$ cat src/rtl/elevator_pkg.sv
// Shared constants, scanner state encoding and round-robin helpers for the
// elevator call scheduler.
package elevator_pkg;

  localparam int         FLOOR_COUNT = 7;
  localparam logic [2:0] CODE_NONE   = 3'b000;
  localparam logic [2:0] LAST_RESET  = 3'd7;

  localparam logic [1:0] ST_IDLE = 2'd0;
  localparam logic [1:0] ST_EMIT = 2'd1;
  localparam logic [1:0] ST_GAP  = 2'd2;

  typedef enum logic [1:0] {
    S_IDLE = ST_IDLE,
    S_EMIT = ST_EMIT,
    S_GAP  = ST_GAP
  } scan_state_t;

  // First pending floor strictly after 'last', wrapping 7 -> 1; CODE_NONE if none pending.
  function automatic logic [2:0] next_rr(input logic [FLOOR_COUNT-1:0] pending,
                                         input logic [2:0]             last);
    logic [2:0] code;
    logic [2:0] floor;
    code  = CODE_NONE;
    floor = last;
    for (int k = 0; k < FLOOR_COUNT; k++) begin
      floor = (floor == 3'd7) ? 3'd1 : floor + 3'd1;
      if (code == CODE_NONE && pending[floor - 3'd1]) begin
        code = floor;
      end
    end
    return code;
  endfunction

  function automatic logic [FLOOR_COUNT-1:0] floor_bit(input logic [2:0] code);
    logic [FLOOR_COUNT-1:0] mask;
    mask = '0;
    if (code != CODE_NONE) begin
      mask[code - 3'd1] = 1'b1;
    end
    return mask;
  endfunction

endpackage

$ cat src/rtl/call_channel.sv
// One call channel: press detect (optional debounce under CALL_DEBOUNCE_EN),
// pending-call register and the round-robin scanner that emits one-cycle codes.
module call_channel
  import elevator_pkg::*;
#(
  parameter int GAP_CYCLES      = 4,
  parameter int DEBOUNCE_CYCLES = 3
) (
  input  logic                   i_clk,
  input  logic                   i_rst_n,
  input  logic [FLOOR_COUNT-1:0] i_buttons,
  output logic [2:0]             o_movement,
  output logic [FLOOR_COUNT-1:0] o_pending
);

  localparam logic [3:0] GAP_LOAD = 4'(GAP_CYCLES);

  if (GAP_CYCLES < 0 || GAP_CYCLES > 15 ||
      DEBOUNCE_CYCLES < 1 || DEBOUNCE_CYCLES > 15) begin : g_param_check
    $error("call_channel: GAP_CYCLES or DEBOUNCE_CYCLES out of range");
  end

  logic [FLOOR_COUNT-1:0] w_level;
  logic [FLOOR_COUNT-1:0] w_press;
  logic [FLOOR_COUNT-1:0] w_clear;
  logic [2:0]             w_pick;

  logic [FLOOR_COUNT-1:0] r_hist;
  logic [FLOOR_COUNT-1:0] r_pending;
  scan_state_t            r_state;
  logic [3:0]             r_gap_cnt;
  logic [2:0]             r_last;
  logic [2:0]             r_movement;

`ifdef CALL_DEBOUNCE_EN
  localparam logic [3:0] DB_LAST = 4'(DEBOUNCE_CYCLES - 1);

  // The stable level flips only after DEBOUNCE_CYCLES consecutive disagreeing samples.
  genvar gi;
  generate
    for (gi = 0; gi < FLOOR_COUNT; gi++) begin : g_debounce
      logic [3:0] r_cnt;
      logic       r_stable;

      always_ff @(posedge i_clk) begin
        if (!i_rst_n) begin
          r_cnt    <= '0;
          r_stable <= 1'b0;
        end else if (i_buttons[gi] == r_stable) begin
          r_cnt <= '0;
        end else if (r_cnt >= DB_LAST) begin
          r_stable <= i_buttons[gi];
          r_cnt    <= '0;
        end else begin
          r_cnt <= r_cnt + 4'd1;
        end
      end

      assign w_level[gi] = r_stable;
    end
  endgenerate
`else
  assign w_level = i_buttons;
`endif

  always_ff @(posedge i_clk) begin
    if (!i_rst_n) begin
      r_hist <= '0;
    end else begin
      r_hist <= w_level;
    end
  end

  assign w_press = w_level & ~r_hist;
  assign w_pick  = next_rr(r_pending, r_last);
  assign w_clear = (r_state == S_IDLE) ? floor_bit(w_pick) : '0;

  // A press landing on the bit being served keeps it pending.
  always_ff @(posedge i_clk) begin
    if (!i_rst_n) begin
      r_pending <= '0;
    end else begin
      r_pending <= (r_pending & ~w_clear) | w_press;
    end
  end

  always_ff @(posedge i_clk) begin
    if (!i_rst_n) begin
      r_state    <= S_IDLE;
      r_gap_cnt  <= '0;
      r_last     <= LAST_RESET;
      r_movement <= CODE_NONE;
    end else begin
      case (r_state)
        S_IDLE: begin
          if (w_pick != CODE_NONE) begin
            r_movement <= w_pick;
            r_last     <= w_pick;
            r_state    <= S_EMIT;
          end else begin
            r_movement <= CODE_NONE;
          end
        end
        S_EMIT: begin
          r_movement <= CODE_NONE;
          r_gap_cnt  <= GAP_LOAD;
          r_state    <= (GAP_LOAD == 4'd0) ? S_IDLE : S_GAP;
        end
        S_GAP: begin
          r_movement <= CODE_NONE;
          r_gap_cnt  <= r_gap_cnt - 4'd1;
          if (r_gap_cnt <= 4'd1) begin
            r_state <= S_IDLE;
          end
        end
        default: begin
          r_movement <= CODE_NONE;
          r_state    <= S_IDLE;
        end
      endcase
    end
  end

  assign o_movement = r_movement;
  assign o_pending  = r_pending;

endmodule

$ cat src/rtl/call_request_scheduler.sv
// Elevator call scheduler: independent cabin and hall call channels.
// Build with CALL_DEBOUNCE_EN defined to debounce every button input.
module call_request_scheduler
  import elevator_pkg::*;
#(
  parameter int GAP_CYCLES      = 4,
  parameter int DEBOUNCE_CYCLES = 3
) (
  input  logic                   CLK,
  input  logic                   RST,
  input  logic [FLOOR_COUNT-1:0] interior_buttons,
  input  logic [FLOOR_COUNT-1:0] exterior_buttons,
  output logic [2:0]             interior_movement,
  output logic [2:0]             exterior_movement,
  output logic [FLOOR_COUNT-1:0] interior_pending,
  output logic [FLOOR_COUNT-1:0] exterior_pending
);

  call_channel #(
    .GAP_CYCLES      (GAP_CYCLES),
    .DEBOUNCE_CYCLES (DEBOUNCE_CYCLES)
  ) u_interior (
    .i_clk      (CLK),
    .i_rst_n    (RST),
    .i_buttons  (interior_buttons),
    .o_movement (interior_movement),
    .o_pending  (interior_pending)
  );

  call_channel #(
    .GAP_CYCLES      (GAP_CYCLES),
    .DEBOUNCE_CYCLES (DEBOUNCE_CYCLES)
  ) u_exterior (
    .i_clk      (CLK),
    .i_rst_n    (RST),
    .i_buttons  (exterior_buttons),
    .o_movement (exterior_movement),
    .o_pending  (exterior_pending)
  );

endmodule

$ cat config.mk
export PLATFORM = sky130hd
export DESIGN_NAME = call_request_scheduler
export DESIGN_NICKNAME = d
export VERILOG_FILES = /design/src/rtl/elevator_pkg.sv /design/src/rtl/call_channel.sv /design/src/rtl/call_request_scheduler.sv
export SDC_FILE = /design/constraint.sdc
export NUM_CORES = 1
export LEC_CHECK = 0
export ABC_AREA = 1
export CELL_PAD_IN_SITES_DETAIL_PLACEMENT = 0
export CELL_PAD_IN_SITES_GLOBAL_PLACEMENT = 1
export CORE_MARGIN = 2
export CORE_UTILIZATION = 43
export DETAILED_ROUTE_END_ITERATION = 12
export GPL_TIMING_DRIVEN = 0
export PLACE_DENSITY = 0.84
export SYNTH_ARGS = -nofsm -noshare
export SYNTH_HDL_FRONTEND = slang
export SYNTH_HIERARCHICAL = 1
export SYNTH_SLANG_ARGS = --single-unit
export TNS_END_PERCENT = 10
$ cat constraint.sdc
create_clock -name CLK -period 7.2 [get_ports CLK]
set_input_delay 1.8 -clock CLK [delete_from_list [all_inputs] [get_ports CLK]]
set_output_delay 1.8 -clock CLK [all_outputs]
set_load 0.03 [all_outputs]
# Yosys cells after proc, flatten, opt, wreduce, memory -nomap -nowiden
# Index checks and enable logic that the tools add are counted.
[word_totals]
elab_cells = 206
regBits = 52
input_bits = 16
output_inout_bits = 20
[classes]
n_reduce_logical = 38
n_eq_ne = 22
muxes = 72
n_addsub = 32
bitwise_logic = 10
n_lt_le_gt_ge = 20
[op_table]
columns = ["cell", "n"]
rows = [
  ["two-way mux 3 bit", 28],
  ["< comparator 3 x 4 -> 1 bit, second input constant", 16],
  ["subtractor 3 x 1 -> 3 bit, second input constant", 16],
  ["adder 3 x 1 -> 3 bit, second input constant", 14],
  ["binary-select mux 1 bit (select 3 bit)", 14],
  ["== test 3 bit, second input constant", 14],
  ["zero test 3 bit", 12],
  ["AND 7 bit", 4],
  ["two-way mux 7 bit", 4],
  ["inverter 7 bit", 4],
  ["two-way mux 1 bit", 16],
  ["one-hot mux 4 bit (2 select lines)", 2],
  ["logical AND 1 bit", 14],
  ["OR 7 bit", 2],
  ["one-hot mux 2 bit (3 select lines)", 2],
  ["less-or-equal comparator 4 x 1 -> 1 bit, second input constant", 2],
  ["two-way mux 2 bit", 4],
  ["AND reduction 2 bit", 4],
  ["subtractor 4 x 1 -> 4 bit, second input constant", 2],
  ["demux 1 bit (select 3 bit)", 2],
  [">= comparator 3 x 1 -> 1 bit, second input constant", 2],
  ["AND reduction 3 bit", 2],
  ["nonzero test 3 bit", 2],
  ["== test 2 x 1 -> 1 bit, second input constant", 2],
  ["5 further kinds", 10],
]

# Logic depth before layout (Yosys ltp)
# Gate-level depths: netlist of run 1.
[depth]
word_depth = 34
mapped_depth = 42
depth_no_buf = 41

# Cells and area by module
# The synthesis of run 1 kept the hierarchy.
[by_module_without_submodules]
columns = ["module", "cells_each", "seq_area_each_um2", "area_per_inst_um2", "n_inst"]
rows = [
  ["call_channel (u_exterior)", 330, 520.5, 2359.8, 1],
  ["call_channel (u_interior)", 341, 520.5, 2308.5, 1],
]

# Least setup slack after synthesis of run 1
# Ideal clock, no wire load.
[synth_path]
path_type = "flip-flop to flip-flop"
start = "register u_interior.r_last[0]"
end = "register u_interior.r_pending[4], in the netlist u_interior/o_pending[4]"
setup_ps = 118
path_buffers = 1
t_arrival_ps = 5489
path_stages_with_launch = 35
period_less_slack_ps = 5607
slack_ps = 1593
required_time_ps = 7082
cell_sequence = "dfxtp_1 ha_1 ha_1 nor2_1 ha_1 nand2_2 nand2_2 inv_2 ha_1 inv_1 ha_1 ha_1 ha_1 buf_2 nor2_1 inv_1 nand2_1 inv_1 ha_1 xor2_1 o21ai_0 o32ai_1 a21oi_1 nor2_2 nand3_1 nand2_1 inv_2 ha_1 ha_1 nor2_1 nand2_1 nor2_1 nand2_1 nand3_1 o21ai_1"
[synth_between]
elab_chain_len = 34
word_cells_on_any_way = 73
cone_classes = "15 x add/sub; 2 x order compare; 7 x eq/ne; 32 x mux; 3 x bitwise; 14 x reduce/logical"
[synth_rtl]
columns = ["item", "line", "source"]
rows = [
  ["start: declaration", "call_channel.sv:32", "logic [2:0] r_last;"],
  ["start signal: assignment", "call_channel.sv:98", "r_last <= w_pick;"],
  ["adder 3 x 1 -> 3 bit / == test 3 bit (equally long branches)", "elevator_pkg.sv:27", "floor = (floor == 3'd7) ? 3'd1 : floor + 3'd1;"],
  ["two-way mux 3 bit (*)", "elevator_pkg.sv:27", ""],
  ["parallel branches: the longest is 21 deep, another holds adder 3 x 1 -> 3 bit", "--", ""],
  ["two-way mux 3 bit (*)", "elevator_pkg.sv:28", "if (code == CODE_NONE && pending[floor - 3'd1]) begin"],
  ["subtractor 3 x 1 -> 3 bit", "elevator_pkg.sv:39", "mask[code - 3'd1] = 1'b1;"],
  ["< comparator 3 x 4 -> 1 bit (implied by the code) / >= comparator 3 x 1 -> 1 bit (equally long branches)", "elevator_pkg.sv:39", ""],
  ["logical AND 1 bit (implied by the code)", "elevator_pkg.sv:39", ""],
  ["two-way mux 1 bit (implied by the code)", "elevator_pkg.sv:39", ""],
  ["demux 1 bit (select 3 bit)", "--", ""],
  ["two-way mux 7 bit (*)", "elevator_pkg.sv:38", "if (code != CODE_NONE) begin"],
  ["two-way mux 7 bit (*)", "call_channel.sv:76", "assign w_clear = (r_state == S_IDLE) ? floor_bit(w_pick) : '0;"],
  ["inverter 7 bit (*)", "call_channel.sv:83", "r_pending <= (r_pending & ~w_clear) | w_press;"],
  ["AND 7 bit (*)", "call_channel.sv:83", ""],
  ["OR 7 bit (*)", "call_channel.sv:83", ""],
  ["end signal: assignment", "call_channel.sv:83", ""],
  ["end: declaration", "call_channel.sv:29", "logic [FLOOR_COUNT-1:0] r_pending;"],
]
# Every way passes the cells marked *. The select of a mux whose other input is x is not followed.
# A chain may end at the register's enable or synchronous reset.

# Worst setup path after layout of run 1
# Same ends and word-level chain as after synthesis.

==> impl_metrics.tcl, run 1 <==
set metrics [dict create \
    max_freq_mhz 157 \
    setup_tns_ns 0 \
    dpl.hpwl_mm 8.43 \
    drc 0 \
    setup_ws_ns 0.822 \
    setup_viol 0 \
    antenna_cells 0 \
    clock_skew_ns 0.00298 \
    hp-class "flop to flop" \
    cts-resized-gates 0 \
    antenna_found_initial 0 \
    ys_ff_latch 52 \
    cp_data_required_time_ns 7.40 \
    core-area_um2 10700 \
    min_period_ns 6.38 \
    post_cts_buffers 0 \
    numCtsBuffers 5 \
    slew_violations 0 \
    syn_nets 737 \
    wire_per_inst_um 12.6 \
    synth_cells 671 \
    totalWireLength_mm 10.7 \
    cts_sinks 52 \
    path_clk_slew_ns 0.09 \
    layout.cells.non_filler 853 \
    dieHeight_um 108 \
    grtUsageTotal 0.192 \
    criticalPathCategory "flop to flop" \
    endpoint_kind "flop" \
    synth_edf_count 0 \
    grt_max_degree 16 \
    status "finished clean" \
    final_util 0.495 \
    yosysWarningCount 6 \
    synth_ff_type "dfxtp_1" \
    viasPerCell 5.07 \
    vias 4322 \
    cts_root_buf "clkbuf_8" \
    clock_path_buffers 2 \
    htreeDepth 2 \
    drtAntennaViolNets 0 \
    timing.slew.headroom 0.701 \
    gp_congestion 0.851 \
    tightest_slew_ns 0.447 \
    fp-row-count 38 \
    rrSetupSlack_ns 0.82 \
    worstSkewPairLatency_ns 0.30 \
    period_share 0.886 \
    nNetsFinal 778 \
    synthDistinctLibCells 43 \
    gr-total-overflow 0 \
    async_reset_ff_frac 0 \
    postCtsHoldBufs 0 \
    cts_tree "done" \
    dpl_worst_slack_ns 0.873 \
    finalHoldViolations 0 \
    die_width_um 108 \
    grt_pass1_vias 4036 \
    start_util 0.436 \
    max_cap_viol_count 0 \
    syn-cell-area_um2 4670 \
    cp_max_fo 8 \
    ios 36 \
    port_buffers 34 \
    slowest_delay_ns 0.38 \
    cp-start-kind "flop" \
    fill_cells 1090 \
    grt_first_pass_wirelength_mm 18.4 \
    cpMostUsedCell "ha_1" \
    dr.pass1.iters 5 \
    avgSynthCellArea_um2 6.96 \
    cpMaxStageDelayCell "dfxtp_1" \
    layout_commonest_cell "inv_1" \
    post-place-cells 845 \
    final_cell_mix "inv_1, nand2_1, nand3_1, dfxtp_1, ha_1" \
    ys_seq_area_frac 0.223 \
    drive_above_1_share 0.167 \
    cp.arrival_ns 6.58 \
    rsz0062_at_grt "no" \
    area_growth_pct 13.3 \
    drtIter0Drc 240 \
    dieArea_um2 11700 \
]
routing by layer:
layer | GRT usage | part of all wire | routed length [µm] | vias to the layer above
met4 | 0.0577 | 0.015 | 161 | 0
li1 | - | - | - | 2265
met2 | 0.303 | 0.45 | 4790 | 95
met3 | 0.0193 | 0.039 | 415 | 13
met5 | 0 | 0 | 0 | -
met1 | 0.275 | 0.50 | 5370 | 1949
registers in the layout (all words and copies together) (netlist names):
register / count
u_exterior/r_state: 2
u_exterior/r_gap_cnt: 4
u_interior/r_hist: 7
u_exterior/r_last: 3
u_interior/o_pending: 7
u_interior/r_gap_cnt: 4
u_exterior/o_movement: 3
u_interior/o_movement: 3
u_exterior/r_hist: 7
u_interior/r_last: 3
u_exterior/o_pending: 7
u_interior/r_state: 2
critical path: cells and delay by family, from the launching register on:
family / cells / cell delay, ns
adder cells (fa/ha/maj): 10 / 2.59
AND/OR/NAND/NOR: 13 / 2.00
buffers and inverters: 6 / 0.59
AO/OA/AOI/OAI: 4 / 0.47
flip-flops: 1 / 0.38
XOR/XNOR: 1 / 0.25
stage by stage:
stage	hold slack, ns	area [µm²]
2_1_floorplan	0.389	4670
3_3_place_gp	0.391	5180
3_5_place_dp	0.405	5180
4_1_cts	0.419	5290
5_1_grt	0.428	5290
6_report	0.414	5290
cell type report:
cell class	count	area, µm²	area share
timing repair buffer	34	340	0.0643
sequential	52	1040	0.197
multi-input combinational	480	3080	0.582
clock inverter	2	35.0	0.00662
clock buffer	6	72.6	0.0137
buffer	7	43.8	0.00828
tap	140	175	0.0331
inverter	132	503	0.0951
synth_stat cells (3+ instances only):
cell | n | area share
o21ai_2 | 5 | 0.0094
nand2_1 | 104 | 0.084
inv_1 | 115 | 0.092
nand2_4 | 7 | 0.017
ha_1 | 50 | 0.13
nor2_8 | 3 | 0.013
or2_2 | 8 | 0.011
xor2_1 | 7 | 0.013
nor2_1 | 47 | 0.038
nand3_1 | 61 | 0.065
nor2_2 | 12 | 0.016
o21ai_1 | 12 | 0.013
a31oi_1 | 3 | 0.0040
nand4_1 | 9 | 0.012
dfxtp_1 | 52 | 0.22
a211oi_1 | 4 | 0.0064
o211ai_1 | 6 | 0.0096
nand2_2 | 28 | 0.038
nor2_4 | 11 | 0.027
o32ai_1 | 6 | 0.011
inv_2 | 13 | 0.010
nand3_2 | 13 | 0.028
inv_4 | 3 | 0.0040
xnor2_1 | 7 | 0.013
a21oi_1 | 37 | 0.040
nor3_1 | 3 | 0.0032
o21ai_0 | 20 | 0.021
o22ai_1 | 3 | 0.0040
cells by family after synthesis:
| family | Yosys count | share of synthesized area |
|---|---|---|
| compound gates | 105 | 0.137 |
| buf+inv | 139 | 0.117 |
| flops | 52 | 0.223 |
| xor+xnor | 14 | 0.0263 |
| simple gates | 311 | 0.363 |
| fa+ha+maj | 50 | 0.134 |
worst paths after layout:
| path | from | end | cells after the start |
|---|---|---|---|
| hold / removal | u_exterior/r_hist[0]$_SDFF_PN0_ | u_exterior/o_pending[0]$_SDFF_PN0_ | 1 |
| setup reg to reg | u_interior/r_last[0]$_SDFFE_PN1P_ | u_interior/o_pending[4]$_SDFF_PN0_ | 34 |
| setup / recovery | u_interior/r_last[0]$_SDFFE_PN1P_ | u_interior/o_pending[4]$_SDFF_PN0_ | 34 |
| hold reg to reg | u_exterior/r_hist[0]$_SDFF_PN0_ | u_exterior/o_pending[0]$_SDFF_PN0_ | 1 |
Power of run 1 is left out: the tool's default activity adds up to more than one toggle a clock period on the data nets, which glitch-free logic cannot reach.
==> run 2: changes to the inputs <==
- CORE_MARGIN: 2 -> default
- clock period: 7.2 -> 5.9 ns (I/O delays scaled with it)
==> impl_metrics.tcl, run 2 (synthesis results as in run 1) <==
set metrics [dict create \
    status "finished clean" \
    gr-total-overflow 0 \
    multiInputGateArea_um2 3250 \
    period_share 0.939 \
    max_cap_viol_count 0 \
    min_period_ns 5.54 \
    drc 0 \
    ios 36 \
    slew_violations 0 \
    gp_congestion 0.874 \
    grt_max_degree 15 \
    numCtsBuffers 5 \
    dpl_worst_slack_ns -0.407 \
    timing.slew.headroom 0.679 \
    hold_depth 1 \
    cpMostUsedCell "ha_4" \
    dieArea_um2 11300 \
    path_clk_slew_ns 0.09 \
    antenna_found_initial 0 \
    setup_ws_ns 0.358 \
    fill_cells 1016 \
    max_freq_mhz 180 \
    tightest_slew_ns 0.480 \
    layout_commonest_cell "inv_1" \
    htreeDepth 2 \
    nNetsFinal 780 \
    area_growth_pct 17.3 \
    worstSkewPairLatency_ns 0.30 \
    antenna_cells 0 \
    ff2ff_path_depth 33 \
    whs_ns 0.410 \
    clock_path_buffers 2 \
    vias 4335 \
    dpl.hpwl_mm 8.40 \
    finalHoldViolations 0 \
    cts_sinks 52 \
    viasPerCell 5.11 \
    fin_area_um2 5480 \
    slowest_delay_ns 0.38 \
    hp-class "flop to flop" \
    cp_data_required_time_ns 6.13 \
    wire_per_inst_um 12.8 \
    grtUsageTotal 0.197 \
    dr.pass1.iters 5 \
    endpoint_kind "flop" \
    cp-start-kind "flop" \
    cts_root_buf "clkbuf_8" \
    criticalPathCategory "flop to flop" \
    clock_skew_ns 0.00928 \
    fp-row-count 37 \
    dieHeight_um 106 \
    seq_area_um2 1050 \
    die_width_um 106 \
    grt_first_pass_wirelength_mm 18.4 \
    core-area_um2 10400 \
    port_buffers 34 \
    drtAntennaViolNets 0 \
    final_cell_mix "inv_1, nand2_1, nand3_1, dfxtp_1, ha_1" \
    drive_above_1_share 0.212 \
    postCtsHoldBufs 0 \
    totalWireLength_mm 10.8 \
    cts_tree "done" \
    placed_area_um2 5180 \
    grt_pass1_vias 4067 \
    drtIter0Drc 207 \
    setup_tns_ns 0 \
    rsz0062_at_grt "no" \
    start_util 0.448 \
    cp.arrival_ns 5.77 \
    setup_viol 0 \
    cp_max_fo 10 \
    cpMaxStageDelayCell "dfxtp_4" \
]
-- run 2: through the flow --
stage	util	std cells
6_report	0.526	849
2_1_floorplan	-	671
5_1_grt	0.526	849
4_1_cts	0.511	847
3_5_place_dp	0.497	841
3_3_place_gp	0.497	841
-- run 2: final cells by class --
class / count / share of cell area
Buffer: 7 / 0.00799
Clock buffer: 5 / 0.0126
Clock inverter: 1 / 0.00548
Inverter: 132 / 0.0927
Multi-Input combinational cell: 480 / 0.593
Sequential cell: 52 / 0.192
Tap cell: 136 / 0.0311
Timing Repair Buffer: 36 / 0.0649
-- run 2: repair_timing --
item / in CTS / in global routing
gates resized for setup: 8 / 34
pin swaps: 0 / 4
setup endpoints to repair: 15 / 30
hold endpoints to repair: 0 / 0
cloned: 0 / 0
buffers inserted: 0 / 2
-- run 2: routing by layer --
metal  up-vias  routed length (µm)  track usage
met3         5                 411       0.0184
met4         0                  68       0.0536
met5         -                   0            0
li1       2257                   -            -
met1      1991                5310        0.274
met2        82                5060        0.324
-- run 2: path summary, 6_finish.rpt --
path	end	start	slack, ns
worst min register to register	u_exterior/o_pending[0]$_SDFF_PN0_	u_exterior/r_hist[0]$_SDFF_PN0_	0.41
worst max-delay path	u_interior/o_movement[1]$_SDFF_PN0_	u_interior/r_last[0]$_SDFFE_PN1P_	0.36
worst min-delay path	u_exterior/o_pending[0]$_SDFF_PN0_	u_exterior/r_hist[0]$_SDFF_PN0_	0.41
worst max register to register	u_interior/o_movement[1]$_SDFF_PN0_	u_interior/r_last[0]$_SDFFE_PN1P_	0.36
-- run 2: worst max-delay path, delay by kind of cell (launching register included) --
kind,cells,cell delay (ns)
AOI/OAI and AO/OA,2,0.43
xor gates and xnor gates,1,0.19
adders and majority gates,10,2.15
buffers and inverters,9,0.95
DFF,1,0.38
and+or+nand+nor,11,1.37
Power of run 2 is left out for the same reason.
